`src/rtl/commit_monitor.sv`:
```
// commit_monitor: multi-channel retire monitor. Assigns RVFI order numbers
// to up to NRET retiring instructions per cycle in channel order, detects a
// program halt (control transfer to itself repeated HALT_REPEAT times) and
// an idle-cycle stall timeout.
// Optional feature: define COMMIT_MONITOR_PC_CHECK_EN to track the expected
// PC and flag discontinuities on pc_error; otherwise pc_error is tied low.
module commit_monitor #(
   parameter int NRET        = 1,
   parameter int XLEN        = 32,
   parameter int ORDER_W     = 64,
   parameter int TIMEOUT_W   = 32,
   parameter int HALT_REPEAT = 1
) (
   input  logic                    clk,
   input  logic                    rst,
   input  logic [NRET-1:0]         commit_valid,
   input  logic [NRET*XLEN-1:0]    commit_pc,
   input  logic [NRET*XLEN-1:0]    commit_next_pc,
   input  logic [NRET-1:0]         commit_is_ctrl,
   input  logic [TIMEOUT_W-1:0]    timeout_limit,
   output logic [NRET*ORDER_W-1:0] order_out,
   output logic [NRET-1:0]         commit_accept,
   output logic [ORDER_W-1:0]      order_next,
   output logic                    halt,
   output logic                    timeout,
   output logic                    done,
   output logic [XLEN-1:0]         halt_pc,
   output logic                    pc_error
);

   localparam int LOOP_W = $clog2(HALT_REPEAT + 1);

   typedef enum logic [1:0] {
      ST_RUN,
      ST_HALTED,
      ST_TIMED_OUT
   } state_e;

   state_e               state_q, state_d;
   logic [ORDER_W-1:0]   order_q;
   logic [ORDER_W-1:0]   acc_cnt;
   logic [LOOP_W-1:0]    loop_q, loop_d;
   logic [TIMEOUT_W-1:0] idle_q, idle_d, idle_inc;
   logic [XLEN-1:0]      halt_pc_q, halt_pc_d;
   logic                 halt_q, timeout_q, done_q;
   logic                 halt_hit, timeout_hit;
`ifdef COMMIT_MONITOR_PC_CHECK_EN
   logic [XLEN-1:0]      exp_pc_q, exp_pc_d;
   logic                 exp_vld_q, exp_vld_d;
   logic                 pc_err_q, pc_err_d;
`endif

   // Walk channels in index order: accept, number, and track self-loops.
   always_comb begin
      // NOTE: every variable gets a default before any conditional update so
      // no path leaves it unassigned, which would otherwise infer a latch.
      commit_accept = '0;
      order_out     = '0;
      acc_cnt       = '0;
      halt_hit      = 1'b0;
      loop_d        = loop_q;
      halt_pc_d     = halt_pc_q;
`ifdef COMMIT_MONITOR_PC_CHECK_EN
      exp_pc_d      = exp_pc_q;
      exp_vld_d     = exp_vld_q;
      pc_err_d      = pc_err_q;
`endif
      for (int i = 0; i < NRET; i++) begin
         order_out[i*ORDER_W +: ORDER_W] = order_q + acc_cnt;
         // Once a channel halts, higher channels in the same cycle are dropped.
         if (state_q == ST_RUN && commit_valid[i] && !halt_hit) begin
            commit_accept[i] = 1'b1;
            acc_cnt          = acc_cnt + 1'b1;
            if (commit_is_ctrl[i] &&
                commit_next_pc[i*XLEN +: XLEN] == commit_pc[i*XLEN +: XLEN]) begin
               loop_d = loop_d + 1'b1;
               if (loop_d == LOOP_W'(HALT_REPEAT)) begin
                  halt_hit  = 1'b1;
                  halt_pc_d = commit_pc[i*XLEN +: XLEN];
               end
            end else begin
               loop_d = '0;
            end
`ifdef COMMIT_MONITOR_PC_CHECK_EN
            // Chained channels compare against the previous channel's next_pc.
            if (exp_vld_d && commit_pc[i*XLEN +: XLEN] != exp_pc_d) begin
               pc_err_d = 1'b1;
            end
            exp_pc_d  = commit_next_pc[i*XLEN +: XLEN];
            exp_vld_d = 1'b1;
`endif
         end
      end
   end

   // Idle counting, timeout detection and next-state selection.
   always_comb begin
      state_d     = state_q;
      idle_d      = idle_q;
      idle_inc    = idle_q + 1'b1;
      timeout_hit = 1'b0;
      if (state_q == ST_RUN) begin
         if (acc_cnt == '0) begin
            // Equality compare: lowering the limit below the count never fires.
            timeout_hit = (timeout_limit != '0) && (idle_inc == timeout_limit);
            if (idle_q != '1) begin
               idle_d = idle_inc;
            end
         end else begin
            idle_d = '0;
         end
         if (halt_hit) begin
            state_d = ST_HALTED;
         end else if (timeout_hit) begin
            state_d = ST_TIMED_OUT;
         end
      end
   end

   // State, counters and registered status flags.
   always_ff @(posedge clk or negedge rst) begin
      if (!rst) begin
         state_q   <= ST_RUN;
         order_q   <= '0;
         loop_q    <= '0;
         idle_q    <= '0;
         halt_pc_q <= '0;
         halt_q    <= 1'b0;
         timeout_q <= 1'b0;
         done_q    <= 1'b0;
      end else begin
         // NOTE: non-blocking assignments here so every register samples the
         // pre-edge values regardless of statement order.
         state_q   <= state_d;
         order_q   <= order_q + acc_cnt;
         loop_q    <= loop_d;
         idle_q    <= idle_d;
         halt_pc_q <= halt_pc_d;
         halt_q    <= (state_d == ST_HALTED);
         timeout_q <= (state_d == ST_TIMED_OUT);
         done_q    <= (state_d != ST_RUN);
      end
   end

`ifdef COMMIT_MONITOR_PC_CHECK_EN
   // Expected-PC tracker and sticky discontinuity flag.
   always_ff @(posedge clk or negedge rst) begin
      if (!rst) begin
         exp_pc_q  <= '0;
         exp_vld_q <= 1'b0;
         pc_err_q  <= 1'b0;
      end else begin
         exp_pc_q  <= exp_pc_d;
         exp_vld_q <= exp_vld_d;
         pc_err_q  <= pc_err_d;
      end
   end

   assign pc_error = pc_err_q;
`else
   assign pc_error = 1'b0;
`endif

   assign order_next = order_q;
   assign halt       = halt_q;
   assign timeout    = timeout_q;
   assign done       = done_q;
   assign halt_pc    = halt_pc_q;

endmodule

```
`config.mk`:
```
export PLATFORM = sky130hd
export DESIGN_NAME = commit_monitor
export DESIGN_NICKNAME = d
export VERILOG_FILES = /design/src/rtl/commit_monitor.sv
export SDC_FILE = /design/constraint.sdc
export NUM_CORES = 1
export LEC_CHECK = 0
export BUFFER_PORTS_ARGS = -buffer_cell sky130_fd_sc_hd__buf_2
export CAP_MARGIN = 20
export CORE_UTILIZATION = 50
export CTS_CLUSTER_DIAMETER = 60
export DETAILED_ROUTE_END_ITERATION = 6
export GPL_TIMING_DRIVEN = 0
export PLACE_DENSITY = 0.75
export SLEW_MARGIN = 0
export SYNTH_ARGS = -nofsm -noshare
export SYNTH_HDL_FRONTEND = slang
export SYNTH_SLANG_ARGS = --single-unit
```
`constraint.sdc`:
```
create_clock -name clk -period 5.5 [get_ports clk]
set_clock_uncertainty 0.1 [all_clocks]
set_input_delay 1.1 -clock clk [delete_from_list [all_inputs] [get_ports clk]]
set_output_delay 1.1 -clock clk [all_outputs]
set_load 0.005 [all_outputs]
```
-- Word-level counts from Yosys, hierarchy flattened
Index checks and enable logic that the tools add are counted.
W data, S select, Z words.
- bits in registers: 134
- latch bits: 0
- memory bits (writable): 0
- ROM bits: 0
- bits of input ports: 100
- output and inout port bits: 165
- word-level logic and storage cells: 39
- memories: 0
- $add $sub $neg: 3
- $mul: 0
- divide/modulo/power cells: 0
- magnitude comparators: 0
- equal/unequal tests: 6
- shift operators: 0
- mux-type cells: 13
- bitwise logic cells: 0
- reduce and logical (&&, ||, !) cells: 9
- operator list (operator ; number):
    $add A64 B1 Y64 ; 1
    $eq A32 B32 Y1 ; 2
    $logic_not A64 Y1 ; 1
    $mux W32 ; 2
    $add A32 B1 Y32 const B ; 1
    $ne A32 B32 Y1 const B ; 1
    $reduce_bool A32 Y1 ; 1
    $mux W1 ; 8
    $mux W2 ; 3
    $logic_and A1 B1 Y1 ; 3
    $reduce_and A3 Y1 ; 1
    $eq A2 B1 Y1 const B ; 1
    $eq A2 B2 Y1 const B ; 1
    $logic_not A2 Y1 ; 1
    $ne A2 B1 Y1 const B ; 1
    $reduce_and A2 Y1 ; 1
    $reduce_bool A2 Y1 ; 1
    $add A1 B1 Y1 const B ; 1

-- Depth between registers and ports, before layout
Gate-level depths: netlist of run 1.
- depth after elaboration: 10
- mapped depth: 13

-- Worst setup path after synthesis of run 1
Ideal clock, no wire load.
- path type: input to register
- start: in commit_valid
- end: reg order_q[36] (netlist: order_next[36])
- library setup time: 125 ps
- arrival time: 3183 ps
- path slack: 2092 ps
- cell stages on the path: 12
- path buffers: 0
- cell sequence: nand2_1 -> inv_1 -> ha_1 -> ha_1 -> nand4_1 -> nor2_1 -> and2_1 -> nand2_1 -> or3_1 -> nor2_1 -> nand3_1 -> xnor2_1
- cells in the longest elaborated chain, start to end: 3
- ends and longest elaborated chain (element ; line ; source):
    from (decl) ; 16 ; input logic [NRET-1:0] commit_valid,
    $logic_and A1 B1 Y1 ; 71 ; if (state_q == ST_RUN && commit_valid[i] && !halt_hit) begin
    $mux W1 ; 71 ;
    $add A64 B1 Y64 ; 135 ; order_q <= order_q + acc_cnt;
    to (signal assigned) ; 135 ;
    to (decl) ; 40 ; logic [ORDER_W-1:0] order_q;
No other way between the ends.
A chain may end at the register's enable or synchronous reset.

-- Worst setup path after layout of run 1
- start: reg state_q[1]
- end: reg order_q[61] (netlist: order_next[61])
- cells in the longest elaborated chain, start to end: 4
- ends and longest elaborated chain (element ; line ; source):
    from (decl) ; 39 ; state_e state_q, state_d;
    from (signal assigned) ; 134 ; state_q <= state_d;
    $logic_not A2 Y1 ; 71 ;
    $logic_and A1 B1 Y1 ; 71 ;
    $mux W1 ; 71 ;
    $add A64 B1 Y64 ; 135 ;
No other way between the ends.

==> results of run 1 <==
==> state kept, by name (all words and copies together), names as in the netlist <==
register    count
halt_pc        32
order_next     64
timeout         1
halt            1
done            1
state_q         2
idle_q         32
loop_q          1
==> path summary, 6_finish.rpt <==
kind                                        to
max in group asynchronous            idle_q[8]
worst min-delay path                    loop_q
min in group asynchronous       order_next[63]
worst min register to register          loop_q
worst max-delay path            order_next[61]
worst max register to register  order_next[61]
==> logic make-up after synthesis <==
group | Yosys count | share of synthesized area [%]
simple gates | 309 | 21.05
buf+inv | 104 | 8.348
xor+xnor | 132 | 14.78
other cells | 1 | 0.04793
flops | 134 | 42.86
fa+ha+maj | 3 | 0.4798
compound gates | 98 | 7.452
mux | 35 | 4.990
==> layout by cell type (no fill, tap or decap), types with 4 or more instances in the layout <==
cell type,synthesis,layout
or3_1,4,4
nand4_1,40,40
or4_1,4,4
xor2_1,35,35
nor3b_1,5,5
a31oi_1,4,4
nor3_1,37,37
xnor2_1,97,97
buf_2,9,271
nor4_1,14,14
clkbuf_16,0,17
and3_1,18,18
o22ai_1,4,4
nand2_1,78,78
inv_6,0,5
nor2_1,31,31
dfrtp_1,134,134
and2_1,6,6
a21oi_1,32,32
bufinv_16,0,5
clkbuf_1,17,17
and4_1,10,10
mux2_2,32,32
nand3_1,45,45
o21ai_0,34,34
inv_1,11,11
buf_4,67,67
==> cell usage after synthesis (2+ instances only) <==
master | number | area (um2)
o21ai_0 | 34 | 170.2
nand3_2 | 2 | 20.02
or4_1 | 4 | 30.03
nor4_1 | 14 | 87.58
a2bb2oi_1 | 2 | 17.52
a21oi_1 | 32 | 160.2
o31ai_1 | 2 | 15.01
nand4_1 | 40 | 250.2
nor4_2 | 3 | 37.54
a22oi_1 | 2 | 15.01
mux2_2 | 32 | 360.4
o22ai_1 | 4 | 25.02
buf_4 | 67 | 503.0
nand2_1 | 78 | 292.8
and2_1 | 6 | 37.54
ha_1 | 3 | 37.54
nor2b_1 | 3 | 18.77
inv_1 | 11 | 41.29
a32oi_1 | 2 | 17.52
clkbuf_1 | 17 | 63.81
nor3_1 | 37 | 185.2
a31oi_1 | 4 | 25.02
buf_2 | 9 | 45.04
o2111ai_1 | 3 | 26.28
nor4b_1 | 2 | 17.52
mux2i_1 | 3 | 30.03
xor2_1 | 35 | 306.5
and3_1 | 18 | 112.6
dfrtp_1 | 134 | 3353
nand3_1 | 45 | 225.2
nor3b_1 | 5 | 37.54
nand2b_1 | 3 | 18.77
or3_1 | 4 | 25.02
o21a_1 | 3 | 22.52
and4_1 | 10 | 87.58
xnor2_1 | 97 | 849.6
nor2_1 | 31 | 116.4
==> stage by stage <==
step                      power [uW]  setup slack (ns)  utilization, %  area, um2
after detailed placement        1369             1.107           61.85       9438
after global placement          1360             1.096           61.63       9404
after floorplan                 1211             2.092               -       7824
final                           2615             1.577           66.16      10090
after global routing            2710             1.129           66.16      10090
after CTS                       2637             1.508           66.16      10090
==> final cells by class <==
class                   instances  share of cell area, %
repair buffers                264                  13.37
clock buffers                  18                  4.351
plain buffers                  93                  6.061
flip-flops and latches        134                  33.22
inverters                      11                 0.4090
well taps                     211                  2.615
clock inverters                14                  2.157
multi-input cells             578                  37.82
==> worst max-delay path: stages (launching register included) <==
cell     delay [ns]
dfrtp_1        0.41
nor2_1         0.42
nand2_1        0.20
inv_1          0.17
ha_1           0.21
nand2_1        0.08
nor3_1         0.65
nand3_1        0.33
nor3_1         0.56
nand2_1        0.17
nor2_1         0.25
nand3_1        0.12
xnor2_1        0.14
==> power breakdown <==
group          leakage, uW  switching, uW  total (uW)  internal (uW)
combinational      0.00298            137         289            152
clock             0.000326            442        1260            822
sequential         0.00185           45.0        1060           1020
==> per-layer routing <==
layer | track usage (%) | vias up | part of all wire (%)
met5 | 0 | - | 0
met4 | 10.15 | 0 | 2.1
met3 | 5.863 | 39 | 7.1
met2 | 44.15 | 302 | 50
met1 | 32.78 | 3333 | 41
li1 | - | 3405 | -
==> run metrics, run 1 <==
outcome=finished clean; Worst R2R Setup Slack=1.58 ns; I/O pin count=265; EDFF count, synth=0; largest net degree at the start of global routing=69; Setup violations, final=0; CTS Sinks=134; GPL Wtd Cong=0.8978; CTS clk-pin slew, worst paths=0.06 ns; Hold Crit Class=reg2reg; fill count=1263; Worst EP arrival=4.12 ns; Cells after DPL=1291; GRT Total Usage=26.16%; # hold bufs at CTS=0; vias in the first global route=6522; DRT Pass-1 Iters=5; multi-input combinational cell area=3817 um2; setup TNS=0 ns; cts repair resizes=0; H-tree depth=4; CP Max Fanout=7; Clock Path Buffers=2; Reg2Reg Depth=12; Syn Nets=919; DRC=0; layout cells sized above 1=36.96%; Synth cell types=52; Worst R2R Start=state_q[1]; initial core utilization=51.28%; Final min period=3.923 ns; Lkg Pwr=0.005157 uW; Post-synth ARST share=100.0%; Setup Crit Path Kind=reg2reg; nets=1202; hold_sp=loop_q; Routed WL=20610 um; Via density=5.351; DR iter-0 viols=450; grt ovf=0; Post-DP HPWL=15870 um; Slew @ Worst Pin=1.032 ns; Worst-Skew Late Latency=0.41 ns; die width=127.1 um; CTS tree=done; launch point of the worst path=state_q[1]; register area share after synthesis=42.86%; Hold Fails Final Rpt=0; hold depth=2; die height=127.1 um; Tcrit/Tclk final=71.33%; Max Fclk=254.9 MHz; maximum vdd drop=200.3 uV; initial antenna violation count=0; Area growth, synth to finish=29.03%; YS warnings=0; DR WL/cell=15.58 um; setup bufs post-CTS=0; port bufs=263; unrepaired setup endpoints after global routing=no; Die Area=16150 um2; CTS root buf=clkbuf_16; Cells after Synth=816; CP Data Required Time=5.69 ns; CORE AREA=15260 um2; maxcap violations=0; row count=45; endpoint class of the critical path=flip-flop; final instance count without filler cells=1323; predominant post-synthesis flop cell=dfrtp_1; ANT nets after route=0; total CTS buffers=17; vias post-DR=7079; Synth Register Bits=134; global-route wire length before repair=33070 um; Slew headroom=30.65%; ant diodes=0; pwr dens=259.0 nW/um2; Cell Area, Synth=7824 um2; fin. max-slew vios=0; syn avg cell area=9.588 um2; crit start category=flip-flop; FF+latch area=3353 um2; hold_ws=0.3698 ns
Power figures use the tool's default switching activity.
==> run 2, diff against run 1 <==
==> constraint.sdc (replaced) <==
create_clock -name clk -period 3.77 [get_ports clk]
set_clock_uncertainty 0.1 [all_clocks]
set_input_delay 0.754 -clock clk [delete_from_list [all_inputs] [get_ports clk]]
set_output_delay 0.754 -clock clk [all_outputs]
set_load 0.005 [all_outputs]
==> run metrics, run 2 (synthesized netlist as in run 1, its figures left out) <==
Hold Fails Final Rpt=0; pwr dens=377.2 nW/um2; row count=45; DR WL/cell=15.65 um; CTS clk-pin slew, worst paths=0.06 ns; initial antenna violation count=0; CORE AREA=15260 um2; critical path cell sequence=nor2_2, nand2_1, inv_1, ha_1, ha_1, nand4_1, nor2_2, and2_1, nand2_1, or3_1, nor3_1, nand2_1, xnor2_1; endpoint class of the critical path=flip-flop; Post-DP HPWL=15870 um; global-route wire length before repair=33090 um; vias in the first global route=6528; Slew @ Worst Pin=1.036 ns; total CTS buffers=17; Area growth, synth to finish=29.36%; GPL Wtd Cong=0.8978; largest net degree at the start of global routing=69; layout cells sized above 1=37.41%; Setup Crit Path Kind=reg2reg; # hold bufs at CTS=0; outcome=finished clean; CTS tree=done; launch point of the worst path=state_q[1]; most frequent cells in the layout=buf_2 (271), dfrtp_1 (134), xnor2_1 (97); fin util=66.33%; Worst path most repeated cell=nand2_1; Via density=5.361; fin. max-slew vios=0; ANT nets after route=0; CTS root buf=clkbuf_16; Max Fclk=283.5 MHz; fill count=1258; hold_ws=0.2246 ns; die height=127.1 um; Hold Crit Class=in2async; Lkg Pwr=0.005175 uW; GRT Total Usage=26.16%; die width=127.1 um; Worst R2R Start=state_q[1]; DR iter-0 viols=476; CP Max Fanout=7; H-tree depth=4; grt ovf=0; ant diodes=0; crit start category=flip-flop; cts repair resizes=2; maximum vdd drop=293.4 uV; Worst EP arrival=3.72 ns; port bufs=263; Final min period=3.527 ns; I/O pin count=265; setup bufs post-CTS=0; CP Data Required Time=3.96 ns; Die Area=16150 um2; Clock Path Buffers=2; DRC=0; Worst path slowest cell=or3_1; Setup violations, final=0; setup TNS=0 ns; commonest non-fill, non-tap cell in the layout=buf_2; vias post-DR=7092; CTS Sinks=134; nets=1202; maxcap violations=0; DRT Pass-1 Iters=5; unrepaired setup endpoints after global routing=no; Tcrit/Tclk final=93.55%; initial core utilization=51.28%; max reg flops=64; Worst-Skew Late Latency=0.41 ns; Slew headroom=30.37%; CP max stage delay=0.47 ns; Routed WL=20710 um
## run 2: worst max-delay path: cells and delay by family, from the launching register on
family        cells  cell delay [ns]
fa+ha+maj         2             0.44
flops             1             0.42
xor+xnor          1             0.13
simple gates      9             2.17
buf+inv           1             0.16
## run 2: metrics by stage
stage	instances	total power, uW	setup WS, ns	instance area [um2]
5_1_grt	1323	3956	0.04077	10120
4_1_cts	1323	3848	0.1387	10100
3_3_place_gp	1290	1985	-0.2878	9404
3_5_place_dp	1291	1998	-0.2773	9438
6_report	1323	3818	0.2431	10120
2_1_floorplan	816	1767	0.7082	7824
## run 2: cell type report
class                   instances  area [um2]  area share [%]
clock inverters                14       217.7           2.151
clock buffers                  18       439.2           4.339
multi-input cells             578        3844           37.98
plain buffers                  93       611.8           6.045
well taps                     211       264.0           2.608
repair buffers                264        1350           13.34
flip-flops and latches        134        3353           33.13
inverters                      11       41.29          0.4080
## run 2: worst paths after layout
check / end / slack, ns / depth (start not counted)
min in group clk: loop_q / 0.37 / 2
min reg2reg: loop_q / 0.37 / 2
min: order_next[63] / 0.22 / 1
max reg2reg: order_next[62] / 0.24 / 13
max in group asynchronous: idle_q[8] / 2.59 / 2
max: order_next[62] / 0.24 / 13
## run 2: routing by layer
| metal | track usage, % | share of wire, % | wire, um |
|---|---|---|---|
| met1 | 32.72 | 41 | 8585 |
| met2 | 44.21 | 50 | 10290 |
| met5 | 0 | 0 | 0 |
| met4 | 10.15 | 1.9 | 403 |
| met3 | 5.863 | 6.9 | 1431 |
## run 2: power by group
| group | internal [uW] | total [uW] | switching [uW] |
|---|---|---|---|
| Combinational | 222 | 424 | 202 |
| Clock | 1200 | 1840 | 645 |
| Sequential | 1480 | 1550 | 66.3 |
| Total | 2900 | 3820 | 913 |
